[src/rtl/serial_reduction_receiver.sv]
// Serial parity-checked word receiver: deserialises WIDTH bits LSB first plus a parity bit,
// building AND/OR/XOR reductions per beat. Define SERIAL_REDUCTION_STATS_EN to add err_count.
module serial_reduction_receiver #(
  parameter int WIDTH      = 4,
  parameter int PARITY_ODD = 0
) (
  input  logic             clk,
  input  logic             rst,
  input  logic             s_valid,
  input  logic             s_bit,
  input  logic             s_first,
  output logic             s_ready,
  output logic             m_valid,
  input  logic             m_ready,
  output logic [WIDTH-1:0] m_data,
  output logic             and_r,
  output logic             or_r,
  output logic             xor_r,
  output logic             parity_err,
  output logic             frame_err
`ifdef SERIAL_REDUCTION_STATS_EN
  , output logic [7:0]     err_count
`endif
);

  localparam int            CW   = $clog2(WIDTH);
  localparam logic [CW-1:0] LAST = CW'(WIDTH - 1);
  localparam logic          ODD  = (PARITY_ODD != 0);

  typedef enum logic [1:0] {IDLE, DATA, PARITY, DONE} state_t;

  state_t           state, state_nxt;
  logic [CW-1:0]    cnt;
  logic [WIDTH-1:0] data_acc;
  logic             and_acc, or_acc, xor_acc;
  logic             accept, restart, abort, parity_bad;

  function automatic logic parity_fail(input logic acc, input logic p);
    return (acc ^ p) != ODD;
  endfunction

  always_ff @(posedge clk) begin
    if (rst) state <= IDLE;
    else     state <= state_nxt;
  end

  always_comb begin
    state_nxt  = state;
    s_ready    = (state != DONE);
    accept     = s_valid && s_ready;
    restart    = accept && s_first;
    abort      = restart && (state == DATA || state == PARITY);
    parity_bad = parity_fail(xor_acc, s_bit);
    case (state)
      IDLE:   if (restart) state_nxt = DATA;
      DATA:   if (accept && !s_first && cnt == LAST) state_nxt = PARITY;
      PARITY: if (accept) state_nxt = s_first ? DATA : DONE;
      DONE:   if (m_ready) state_nxt = IDLE;
      default: state_nxt = IDLE;
    endcase
  end

  // Deserialiser and running reductions; any s_first beat reseeds them as bit 0.
  always_ff @(posedge clk) begin
    if (restart) begin
      data_acc <= {{(WIDTH-1){1'b0}}, s_bit};
      and_acc  <= s_bit;
      or_acc   <= s_bit;
      xor_acc  <= s_bit;
    end else if (accept && state == DATA) begin
      data_acc[cnt] <= s_bit;
      and_acc       <= and_acc & s_bit;
      or_acc        <= or_acc | s_bit;
      xor_acc       <= xor_acc ^ s_bit;
    end
  end

  // Result register: loaded on the parity beat, held until the output handshake.
  always_ff @(posedge clk) begin
    if (rst) begin
      cnt        <= '0;
      m_valid    <= 1'b0;
      m_data     <= '0;
      and_r      <= 1'b0;
      or_r       <= 1'b0;
      xor_r      <= 1'b0;
      parity_err <= 1'b0;
      frame_err  <= 1'b0;
    end else begin
      frame_err <= abort;
      if (restart) begin
        cnt <= CW'(1);
      end else if (accept && state == DATA) begin
        cnt <= cnt + CW'(1);
      end else if (accept && state == PARITY) begin
        m_valid    <= 1'b1;
        m_data     <= data_acc;
        and_r      <= and_acc;
        or_r       <= or_acc;
        xor_r      <= xor_acc;
        parity_err <= parity_bad;
      end
      if (state == DONE && m_ready) m_valid <= 1'b0;
    end
  end

`ifdef SERIAL_REDUCTION_STATS_EN
  logic       bad_frame;
  logic [1:0] err_inc;

  function automatic logic [7:0] sat_add(input logic [7:0] c, input logic [1:0] inc);
    logic [8:0] s;
    s = {1'b0, c} + {7'b0, inc};
    return s[8] ? 8'hFF : s[7:0];
  endfunction

  always_comb begin
    bad_frame = accept && !s_first && state == PARITY && parity_bad;
    err_inc   = {1'b0, bad_frame} + {1'b0, abort};
  end

  always_ff @(posedge clk) begin
    if (rst) err_count <= '0;
    else     err_count <= sat_add(err_count, err_inc);
  end
`endif

endmodule

[config.mk]
export PLATFORM = sky130hd
export DESIGN_NAME = serial_reduction_receiver
export DESIGN_NICKNAME = d
export VERILOG_FILES = /design/src/rtl/serial_reduction_receiver.sv
export SDC_FILE = /design/constraint.sdc
export NUM_CORES = 1
export LEC_CHECK = 0
export CAP_MARGIN = 10
export CORE_ASPECT_RATIO = 1.1
export CORE_MARGIN = 8
export CORE_UTILIZATION = 46
export CTS_CLUSTER_DIAMETER = 30
export DETAILED_ROUTE_END_ITERATION = 7
export MAX_ROUTING_LAYER = met4
export PLACE_DENSITY_LB_ADDON = 0.08
export SLEW_MARGIN = 5
export SYNTH_ARGS = -nofsm -noshare
export SYNTH_HDL_FRONTEND = slang
export SYNTH_SLANG_ARGS = --single-unit
export TNS_END_PERCENT = 5
[constraint.sdc]
create_clock -name clk -period 1.8 [get_ports clk]
set_clock_uncertainty 0.15 [all_clocks]
set_input_delay 0.18 -clock clk [delete_from_list [all_inputs] [get_ports clk]]
set_output_delay 0.18 -clock clk [all_outputs]
set_load 0.01 [all_outputs]
# --- After elaboration in Yosys (flattened, before gate mapping) ---
# Index checks and enable logic that the tools add are counted.
totals:
  ramBits: 0
  ff_bits: 21
  elab_cells: 68
  out_inout_bits: 11
  mem_count: 0
  romBits: 0
  latch_bits: 0
classes:
  n_mul: 0
  div: 0
  muxes: 19
  magnitude_cmp: 2
  n_shift: 0
  reduce_logical: 17
  bitwise_logic: 5
  n_addsub: 1
  eq_ne: 9
ops:
  columns: ["operator", "n"]
  rows:
  - ["1-bit 2-to-1 mux", 11]
  - ["2-bit 2-to-1 mux", 5]
  - ["2-bit inequality test, second input constant", 5]
  - ["1-bit logical AND", 9]
  - ["2-bit one-hot mux with 4 select lines", 1]
  - ["2-bit == test, second input constant", 3]
  - ["4-bit bitwise mux", 1]
  - ["4-bit AND reduction", 1]
  - ["2-bit OR reduction", 2]
  - ["2-bit by 3-bit < comparator with 1-bit output, second input constant", 1]
  - ["3-bit AND reduction", 1]
  - ["2-bit by 1-bit adder with 2-bit output, second input constant", 1]
  - ["1-bit demux with 2-bit select", 1]
  - ["2-bit by 1-bit == test with 1-bit output, second input constant", 1]
  - ["2-bit by 1-bit greater-or-equal comparator with 1-bit output, second input constant", 1]
  - ["2-bit zero test", 1]
  - ["1-bit inverter", 2]
  - ["2-bit nonzero test", 1]
  - ["1-bit AND", 1]
  - ["1-bit zero test", 1]
  - ["1-bit logical OR", 1]
  - ["1-bit OR", 1]
  - ["1-bit XOR", 1]

# --- Depth between registers and ports, before layout ---
# Gate-level depths: netlist of the first run.
logic_depth:
  ltp_word: 7
  ltp_mapped: 7
  mapped_depth_nobuf: 6

# --- Least setup slack after synthesis of the first run ---
# No wires, ideal clock.
synth_path:
  path_kind: "register to register"
  startpoint: "register state[1]"
  endpoint: "register and_acc (enable)"
  synth_period_minus_slack_ps: 1667
  stages_incl_launch_ff: 6
  setup_ps: 258
  path_slack_ps: 133
  required_ps: 1392
  arrival_ps: 1259
  path_cell_list: "dfxtp_1 ha_1 inv_1 and3_1 clkbuf_1 or2_1"
synth_between:
  elab_chain_cells: 4
synth_lines:
  columns: ["element", "line_no", "source"]
  rows:
  - ["from (decl)", "32", "state_t state, state_nxt;"]
  - ["from (signal assigned)", "44", "else state <= state_nxt;"]
  - ["2-bit inequality test (*)", "49", "s_ready = (state != DONE);"]
  - ["via s_ready", "12", "output logic s_ready,"]
  - ["1-bit logical AND (*)", "50", "accept = s_valid && s_ready;"]
  - ["1-bit logical AND, on equally long branches", "51, 70", null]
  - ["2-bit nonzero test (no line) (*)", null, null]
  - ["to (signal assigned)", "67", "and_acc <= s_bit;"]
  - ["to (signal assigned)", "72", "and_acc <= and_acc & s_bit;"]
  - ["to (decl)", "35", "logic and_acc, or_acc, xor_acc;"]
# Mark *: on every way through the listed nets, which the timed path passes. The rest lies on a longest branch.
# A chain may end at the register's enable or synchronous reset.

# --- Worst setup path in the final report of the first run ---
layout_path:
  startpoint: "register state[1]"
  endpoint: "register or_r"
layout_between:
  elab_chain_cells: 5
layout_lines:
  columns: ["element", "line_no", "source"]
  rows:
  - ["2-bit inequality test", "49", null]
  - ["1-bit logical AND", "50", null]
  - ["1-bit logical AND, on equally long branches", "93, 51", null]
  - ["1-bit inverter (no line)", null, null]
  - ["3-bit AND reduction (no line) (*)", null, null]
  - ["to (signal assigned)", "99", "or_r <= or_acc;"]
  - ["to (decl)", "17", "output logic or_r,"]
# Every way passes the cells marked *; elsewhere a longest branch is shown, timed or not.

==> out/metrics.yaml, run 1 <==
outcome:
  status: "complete, no violations"
layout:
  layout.nets: 141
  fin_area_mm2: 0.00128
  syn_to_final_growth_pct: 23.6
  fin_util_pct: 58.4
  multi_input_area_um2: 522
  fillers: 205
  area.sequential_um2: 463
  antenna_cells: 0
  layout-drive-gt1-share_pct: 14.4
setup_path:
  start_kind: "register"
  critPathArrivalTime_ps: 1670
  required_ps: 1860
  r2r_slack_ps: 190
  crit_path_end_kind: "register"
  r2r-start: "state[1]"
  rr_worst_depth: 6
  max_stage_delay_ps: 390
  worstPathMaxFanout: 7
  startpoint: "state[1]"
  crit_type: "reg2reg"
  r2r_end: "or_r"
  crit_slowest_cell: "dfxtp_2"
  crit_chain: "inv_1 -> ha_1 -> nor3_2 -> buf_4 -> mux2i_1 -> nor2_1"
  worstSetupEndpoint: "or_r"
sta:
  min_period_ps: 1610
  worstMarginPinSlew_ps: 357
  report.final.slew_viol_count: 0
  holdWs_ps: 310
  rsz0062_at_grt: "false"
  hold_viol_final: 0
  fin_tns_setup_ps: 0
  setup_viol: 0
  fin_crit_sh_pct: 89.6
  slew_headroom_pct: 76.1
  fmax_mhz: 620
global_routing:
  grt_usage_pct: 11.0
  grt_max_degree: 13
  grt_pass1_vias: 716
  antenna_found_initial: 0
  grt_pass1_wl_um: 3220
  grt-ovfl-total: 0
synthesis:
  synth_fa_ha_area_share_pct: 10.9
  synth_top_area_share_pct: 33.0
  synth-edff-count: 4
  synth.area.top_cells: "dfxtp_1 33%, edfxtp_1 12%, ha_1 11%"
  yosysMostFrequentCell: "dfxtp_1"
  synth_top_family_by_area: "simple AND/OR/NAND/NOR gates"
  synth_xor_area_share_pct: 2.55
  ys_seq_elements: 21
  synth_ff_type: "dfxtp_1"
  netlist_area_mm2: 0.00103
  synth-async-reset-ratio_pct: 0
  synth.area.mux_share_pct: 8.73
  synth_top_area_cell: "dfxtp_1"
  synth_nets: 119
  ys_types: 31
  synthTopCellsByCount: "17 x dfxtp_1, 10 x nand2_1, 9 x ha_1, 9 x mux2i_1, 9 x nor2_1"
  syn_avg_cell_area_um2: 9.93
  synth_compound_area_share_pct: 9.82
  synth-simple-area-share_pct: 18.3
  yosysWarnings: 0
  synth-seq-area-share_pct: 44.6
  syn_inst: 104
clocking:
  cts_sinks: 21
  clockRootBuffer: "clkbuf_4"
  cts_buffers: 3
  path_clk_slew_ps: 110
  cts_tree: "done"
  h-tree-depth: 1
  clock_latency_ps: 300
  clock_path_buffers: 2
  postCtsHoldBufs: 0
power:
  switching_share_pct: 31.3
  power.switching_uw: 368
  finalPower_mw: 1.18
  p_leak_nw: 0.483
  combPwrFrac_pct: 30.7
  p_per_area_mw_per_mm2: 921
  ir_drop_mv: 0.550
  p_int_uw: 808
  p_clk_share_pct: 18.9
  seq_power_share_pct: 50.4
place:
  place_area_mm2: 0.00124
  dp_hpwl_um: 1420
  place_congestion: 0.762
  port_buffers: 16
die:
  die_h_um: 65.7
  initial_core_util_pct: 47.3
  rows: 18
  io_pins: 17
  design.core.area_mm2: 0.00218
  dieWidth_um: 61.2
  dieArea_mm2: 0.00402
worst_hold_path:
  hold_path_class: "reg2reg"
  worstHoldStart: "data_acc[1]"
drt:
  drt_iter0_markers: 7
  vias_per_cell: 4.81
  vias: 745
  dr.pass1.iters: 4
  wl_um: 1810
  drc: 0
  antenna_left: 0
  wl_per_cell_um: 11.7
job:
  max_cap_viol_count: 0
## through the flow
step	worst slack, ps	instances
floorplan	133	104
global placement	113	151
detailed placement	83.1	151
CTS	171	155
global route	56.1	155
finish	187	155
## per-layer routing
metal  GRT usage [%]  vias to the layer above  wire, µm
met2            15.2                       14       802
met5               -                        -         0
met1            13.6                      336       871
met3            3.13                        5        94
li1                -                      390         -
met4            7.00                        0        45
## flip-flops by register name (all words and copies together), names as in the netlist, 2 cells and up
register	cells
state	2
data_acc	4
cnt	2
m_data	4
## power by group through the flow
stage               registers, mW  logic (mW)  clock network [mW]
global placement            0.598       0.355                   0
finish                      0.593       0.360               0.223
detailed placement          0.600       0.358                   0
global route                0.602       0.406               0.263
CTS                         0.593       0.363               0.239
floorplan                   0.594       0.261                   0
## critical path: cells and delay by family, from the launching register on
family	cells	cell delay, ps
fa+ha+maj	1	230
simple gates	2	260
mux	1	190
flops	1	390
buf+inv	2	290
## area by class of cell
cell class                      instances  area share, %
Clock buffer                            3           1.76
Clock inverter                          1          0.392
Inverter                                6           1.76
Multi-Input combinational cell         72           40.9
Sequential cell                        21           36.3
Tap cell                               30           2.94
Timing Repair Buffer                   22           16.0
## placed cells by master (no fill, tap or decap), drive strengths merged, types with 4 or more instances in the layout
master,Yosys,final
nand2b,5,5
inv,6,6
nand2,10,10
edfxtp,4,4
buf,3,6
mux2i,9,9
dfxtp,17,17
a21oi,6,6
nor2,11,11
clkdlybuf4s50,0,15
ha,9,9
## worst min path at each step
stage                  end  slack (ps)  cells past startpoint
4_1_cts            m_valid         310                      2
3_5_place_dp   data_acc[1]         300                      2
2_1_floorplan    frame_err         110                      1
5_1_grt            m_valid         310                      2
3_3_place_gp   data_acc[1]         290                      2
6_report       data_acc[1]         310                      2
## kinds of logic (layout without fill, tap and decap cells)
group / Yosys count / count (layout)
and+or+nand+nor: 36 / 36
AOI/OAI and AO/OA: 15 / 15
muxes: 9 / 9
adders and majority gates: 9 / 9
xor gates and xnor gates: 3 / 3
buffers and inverters: 11 / 32
DFF: 21 / 21
## what timing repair did
action,in CTS,in global routing
buffers inserted,0,0
endpoints found under the hold margin,0,0
resized for setup,4,0
endpoints found under the setup margin,1,0
No activity file was read; power rests on OpenSTA's default activity.
==> run 2, diff against run 1 <==
Settings changed: CELL_PAD_IN_SITES_DETAIL_PLACEMENT from default to 2, CELL_PAD_IN_SITES_GLOBAL_PLACEMENT from default to 2, CORE_UTILIZATION 46 to 29.
==> run 2 against run 1 <==
  * Wire length increased by 30%
  * Count of clock-buffer cells in the layout unchanged
  * Final area increased by 2.2%
  * Flip-flop and latch count unchanged
  * Setup slack got worse by 55 ps
  * Total power increased by 2.8%
  * Combinational power increased by 3%
  * Clock power increased by 7%
  * Sequential share of layout area decreased by 0.77 points
  * Die area increased by 43%
==> out/metrics.yaml, run 2 (synthesized netlist as in run 1, its figures left out) <==
layout:
  fin_area_mm2: 0.00130  # was 0.00128 mm²
  antenna_cells: 0  # unchanged
  layout.nets: 140  # was 141
  layout-drive-gt1-share_pct: 13.7  # was 14.4%
  final_cell_mix: "15 x dfxtp_1, 15 x clkdlybuf4s50_1, 10 x nand2_1"  # unchanged
  stdcell_count: 172  # was 155
  fin_util_pct: 38.5  # was 58.4%
  top_regs: "data_acc (4), m_data (4)"  # unchanged
  syn_to_final_growth_pct: 26.3  # was 23.6%
die:
  rows: 22  # was 18
  io_pins: 17  # unchanged
  dieWidth_um: 72.9  # was 61.2 µm
  die_h_um: 78.6  # was 65.7 µm
  initial_core_util_pct: 30.5  # was 47.3%
  dieArea_mm2: 0.00573  # was 0.00402 mm²
  design.core.area_mm2: 0.00339  # was 0.00218 mm²
setup_path:
  required_ps: 1870  # was 1860 ps
  critPathArrivalTime_ps: 1740  # was 1670 ps
  r2r-start: "state[0]"  # was state[1]
  crit_slowest_cell: "dfxtp_2"  # unchanged
  crit_chain: "inv_1 -> ha_1 -> nand2b_1 -> nor3_2 -> buf_12 -> mux2i_1 -> nor2_1"  # was inv_1 -> ha_1 -> nor3_2 -> buf_4 -> mux2i_1 -> nor2_1
  max_stage_delay_ps: 370  # was 390 ps
  crit_path_end_kind: "register"  # unchanged
  worstPathMaxFanout: 10  # was 7
  crit_type: "reg2reg"  # unchanged
  startpoint: "state[0]"  # was state[1]
  start_kind: "register"  # unchanged
clocking:
  clock_path_buffers: 2  # unchanged
  clock_latency_ps: 320  # was 300 ps
  cts_buffers: 3  # unchanged
  post-cts-setup-buffers: 0  # unchanged
  cts_sinks: 21  # unchanged
  clockRootBuffer: "clkbuf_4"  # unchanged
  postCtsHoldBufs: 0  # unchanged
  cts.repair.resized: 4  # unchanged
  cts_tree: "done"  # unchanged
  h-tree-depth: 1  # unchanged
  path_clk_slew_ps: 110  # about the same
power:
  ir_drop_mv: 0.346  # was 0.550 mV
  power.switching_uw: 399  # was 368 µW
  p_per_area_mw_per_mm2: 928  # was 921 mW/mm²
  finalPower_mw: 1.21  # was 1.18 mW
  p_int_uw: 811  # was 808 µW
  p_leak_nw: 0.480  # was 0.483 nW
  seq_power_share_pct: 49.6  # was 50.4%
  switching_share_pct: 33.0  # was 31.3%
  combPwrFrac_pct: 30.7  # about the same
  p_clk_share_pct: 19.7  # was 18.9%
place:
  place_area_mm2: 0.00127  # was 0.00124 mm²
  pre_cts_ws_ps: 33.3  # was 83.1 ps
  port_buffers: 16  # unchanged
  place_congestion: 0.739  # was 0.762
  dp_hpwl_um: 1900  # was 1420 µm
  dp.cells: 168  # was 151
global_routing:
  grt_pass1_vias: 850  # was 716
  grt_max_degree: 13  # unchanged
  grt_pass1_wl_um: 4090  # was 3220 µm
  grt_usage_pct: 9.49  # was 11.0%
  antenna_found_initial: 0  # unchanged
  grt-ovfl-total: 0  # unchanged
drt:
  wl_um: 2360  # was 1810 µm
  vias: 777  # was 745
  drc: 0  # unchanged
  wl_per_cell_um: 13.7  # was 11.7 µm
  drt_iter0_markers: 12  # was 7
  vias_per_cell: 4.52  # was 4.81
  antenna_left: 0  # unchanged
  dr.pass1.iters: 4  # unchanged
sta:
  worstMarginPinSlew_ps: 348  # was 357 ps
  setup_viol: 0  # unchanged
  fin_tns_setup_ps: 0  # unchanged
  report.final.slew_viol_count: 0  # unchanged
  fmax_mhz: 600  # was 620 MHz
  hold_viol_final: 0  # unchanged
  min_period_ps: 1670  # was 1610 ps
  slew_headroom_pct: 76.7  # was 76.1%
  holdWs_ps: 304  # was 310 ps
  fin_crit_sh_pct: 92.7  # was 89.6%
  final.setup.worst_slack_ps: 132  # was 187 ps
  rsz0062_at_grt: "false"  # unchanged
worst_hold_path:
  hold_path_class: "in2reg"  # was reg2reg
  worstHoldStart: "m_ready"  # was data_acc[1]
outcome:
  status: "complete, no violations"  # unchanged
job:
  max_cap_viol_count: 0  # unchanged
[run 2: changes by cell type in the layout (fill, tap and decap cells not counted), sizes merged]
cell / before / now
buf: 6 / 5
[run 2: power groups by stage]
stage / Clock [mW] / Sequential [mW] / Combinational, mW
3_5_place_dp: 0 / 0.607 / 0.379
5_1_grt: 0.270 / 0.612 / 0.423
3_3_place_gp: 0 / 0.606 / 0.370
4_1_cts: 0.249 / 0.602 / 0.383
6_report: 0.238 / 0.600 / 0.371
2_1_floorplan: 0 / 0.594 / 0.261
[run 2: cell type report]
type,count,area [µm²]
fillers,394,2080
multi-input cells,72,522
flip-flops and latches,21,463
repair buffers,21,209
well taps,48,60.1
clock buffers,3,22.5
inverters,6,22.5
clock inverters,1,5.00
[run 2: worst max-delay path: cells and delay by family (launching register included)]
family / cells / cell delay [ps]
muxes: 1 / 190
DFF: 1 / 370
and+or+nand+nor: 3 / 360
adders and majority gates: 1 / 230
buffers and inverters: 2 / 280
[run 2: worst paths after layout]
kind	slack, ps	cells past startpoint	end
hold reg to reg	330	2	data_acc[2]
setup / recovery	130	7	or_r
hold / removal	300	2	m_valid
setup reg to reg	130	7	or_r
[run 2: routing by layer]
metal | track usage, % | vias to the layer above | share of wire (%)
met5 | - | - | 0
met4 | 4.81 | 0 | 2.5
met3 | 2.41 | 5 | 4.5
met2 | 16.5 | 16 | 52
met1 | 9.57 | 371 | 41
li1 | - | 385 | -
==> run 3, diff against run 2 <==
Settings changed: ABC_AREA from default to 1, CORE_MARGIN 8 to default, CORE_UTILIZATION 29 to 27, MAX_ROUTING_LAYER met4 to default.
==> run 3 against run 2 <==
  * Total power grew 13%
  * Setup slack gained 58 ps
  * Sequential power is essentially flat
  * Global-route usage grew 5.4 points
  * Critical path depth shrank 2
  * Critical endpoint is now or_acc
  * Die area shrank 28%
  * Wire length grew 11%
  * Largest power group unchanged
  * Fmax grew 3.6%
  * Highest routed layer unchanged
==> out/metrics.yaml, run 3 <==
layout:
  layout-drive-gt1-share_pct: 10.9  # was 13.7%
  final_cell_mix: "31 x nand2_1, 15 x a21oi_1, 15 x dfxtp_1, 15 x clkdlybuf4s50_1, 14 x inv_1"  # was 15 x dfxtp_1, 15 x clkdlybuf4s50_1, 10 x nand2_1
  final_common_cell: "nand2_1"
  antenna_cells: 0  # unchanged
  fillers: 430  # was 394
  stdcell_count: 197  # was 172
  layout.nets: 163  # was 140
  top_regs: "data_acc (4), m_data (4)"  # unchanged
  syn_to_final_growth_pct: 26.1  # was 26.3%
global_routing:
  grt_pass1_vias: 919  # was 850
  grt_pass1_wl_um: 4380  # was 4090 µm
  grt_max_degree: 17  # was 13
  grt-ovfl-total: 0  # unchanged
  grt_usage_pct: 14.9  # was 9.49%
  antenna_found_initial: 0  # unchanged
sta:
  setup_viol: 0  # unchanged
  fin_crit_sh_pct: 89.4  # was 92.7%
  rsz0062_at_grt: "false"  # unchanged
  fmax_mhz: 621  # was 600 MHz
  final.setup.worst_slack_ps: 190  # was 132 ps
  slew_headroom_pct: 83.7  # was 76.7%
  report.final.slew_viol_count: 0  # unchanged
  worstMarginPinSlew_ps: 244  # was 348 ps
  fin_tns_setup_ps: 0  # unchanged
  min_period_ps: 1610  # was 1670 ps
  hold_viol_final: 0  # unchanged
clocking:
  cts_buffers: 3  # unchanged
  cts_tree: "done"  # unchanged
  clock_latency_ps: 270  # was 320 ps
  clockRootBuffer: "clkbuf_8"  # was clkbuf_4
  postCtsHoldBufs: 0  # unchanged
  path_clk_slew_ps: 90  # was 110 ps
  clock_path_buffers: 2  # unchanged
  h-tree-depth: 1  # unchanged
  cts_sinks: 21  # unchanged
setup_path:
  start_kind: "register"  # unchanged
  crit_path_end_kind: "register"  # unchanged
  required_ps: 1670  # was 1870 ps
  critPathArrivalTime_ps: 1480  # was 1740 ps
  crit_type: "reg2reg"  # unchanged
  worstPathMaxFanout: 10  # unchanged
  worstSetupEndpoint: "or_acc"  # was or_r
  rr_worst_depth: 5  # was 7
  r2r-start: "state[0]"  # unchanged
  r2r_end: "or_acc"  # was or_r
  r2r_slack_ps: 190  # was 130 ps
  startpoint: "state[0]"  # unchanged
synthesis:
  syn_inst: 128  # was 104
  syn_avg_cell_area_um2: 8.14  # was 9.93 µm²
  synth-edff-count: 4  # unchanged
  synth_ff_type: "dfxtp_1"  # unchanged
  netlist_area_mm2: 0.00104  # was 0.00103 mm²
  synthTopCellsByCount: "31 x nand2_1, 17 x dfxtp_1, 15 x a21oi_1"  # was 17 x dfxtp_1, 10 x nand2_1, 9 x ha_1, 9 x mux2i_1, 9 x nor2_1
  synth.area.top_cells: "dfxtp_1 33%, edfxtp_1 12%, nand2_1 11%"  # was dfxtp_1 33%, edfxtp_1 12%, ha_1 11%
  synth_top_area_cell: "dfxtp_1"  # unchanged
  yosysWarnings: 0  # unchanged
  ys_seq_elements: 21  # unchanged
  synth-async-reset-ratio_pct: 0  # unchanged
  yosysMostFrequentCell: "nand2_1"  # was dfxtp_1
  synth-seq-area-share_pct: 44.2  # was 44.6%
  synth_top_area_share_pct: 32.7  # was 33.0%
  synth_nets: 143  # was 119
  ys_types: 18  # was 31
power:
  ir_drop_mv: 0.420  # was 0.346 mV
  p_leak_nw: 0.531  # was 0.480 nW
  p_per_area_mw_per_mm2: 1040  # was 928 mW/mm²
  finalPower_mw: 1.36  # was 1.21 mW
place:
  pre_cts_ws_ps: 42.5  # was 33.3 ps
  place_congestion: 0.698  # was 0.739
  dp_hpwl_um: 2040  # was 1900 µm
  dp.cells: 193  # was 168
  port_buffers: 16  # unchanged
drt:
  wl_per_cell_um: 13.4  # was 13.7 µm
  drc: 0  # unchanged
  antenna_left: 0  # unchanged
  vias: 883  # was 777
  dr.pass1.iters: 2  # was 4
  drt_iter0_markers: 11  # was 12
  wl_um: 2630  # was 2360 µm
  vias_per_cell: 4.48  # was 4.52
worst_hold_path:
  worstHoldStart: "m_valid"  # was m_ready
  hold_path_class: "reg2reg"  # was in2reg
die:
  design.core.area_mm2: 0.00365  # was 0.00339 mm²
  die_h_um: 67.2  # was 78.6 µm
  dieWidth_um: 61.2  # was 72.9 µm
  io_pins: 17  # unchanged
  initial_core_util_pct: 28.5  # was 30.5%
  dieArea_mm2: 0.00411  # was 0.00573 mm²
  rows: 23  # was 22
job:
  max_cap_viol_count: 0  # unchanged
outcome:
  status: "complete, no violations"  # unchanged
run 3: critical path, cell delays in order (launching register included):
cell     delay [ps]
dfxtp_2         360
ha_2            220
nor2_4          160
nand2_2         160
inv_1           190
o21ai_0         120
run 3: worst min path at each step:
stage | endpoint | slack [ps] | cells past startpoint
6_report | m_valid | 310 | 2
3_3_place_gp | m_valid | 290 | 2
2_1_floorplan | m_valid | 190 | 3
3_5_place_dp | m_valid | 300 | 2
5_1_grt | m_valid | 330 | 2
4_1_cts | m_valid | 310 | 2
run 3: timing repair:
action	CTS	global route
endpoints found under the setup margin	1	1
buffers inserted	0	0
gates resized for setup	3	1
run 3: per-layer routing:
metal | wire, µm | vias up | global-route usage, % | part of all wire, %
met3 | 56 | 4 | 2.49 | 2.1
met2 | 1360 | 11 | 25.4 | 52
met5 | 0 | - | 0 | 0
met4 | 55 | 0 | 7.67 | 2.1
met1 | 1160 | 417 | 17.7 | 44
li1 | - | 451 | - | -
run 3: cell type report:
cell class	count	area, µm²	share of cell area [%]
multi-input combinational	89	509	38.8
sequential	21	463	35.2
timing repair buffer	17	170	13.0
tap	50	62.6	4.76
inverter	16	60.1	4.57
clock buffer	3	41.3	3.14
clock inverter	1	7.51	0.571
run 3: kinds of logic (layout without fill, tap and decap cells):
group | Yosys count | in the layout | synth area share (%)
AO/OA/AOI/OAI | 24 | 24 | 12.5
XOR/XNOR | 1 | 1 | 0.840
adder cells (fa/ha/maj) | 9 | 9 | 10.8
buffers and inverters | 18 | 37 | 7.20
flip-flops | 21 | 21 | 44.2
AND/OR/NAND/NOR | 55 | 55 | 24.5
run 3: where the power goes:
group          total, mW  switching [mW]  internal [mW]  leakage, nW
clock              0.339           0.182          0.157       0.0217
combinational      0.421           0.259          0.161        0.333
sequential         0.602          0.0515          0.550        0.176
total               1.36           0.493          0.868        0.531
run 3: through the flow:
step / util [%] / hold WS [ps] / cell area (µm²)
detailed placement: 34.4 / 296 / 1260
global placement: 34.4 / 286 / 1260
global route: 35.9 / 329 / 1310
CTS: 35.9 / 310 / 1310
floorplan: - / 187 / 1040
finish: 35.9 / 307 / 1310
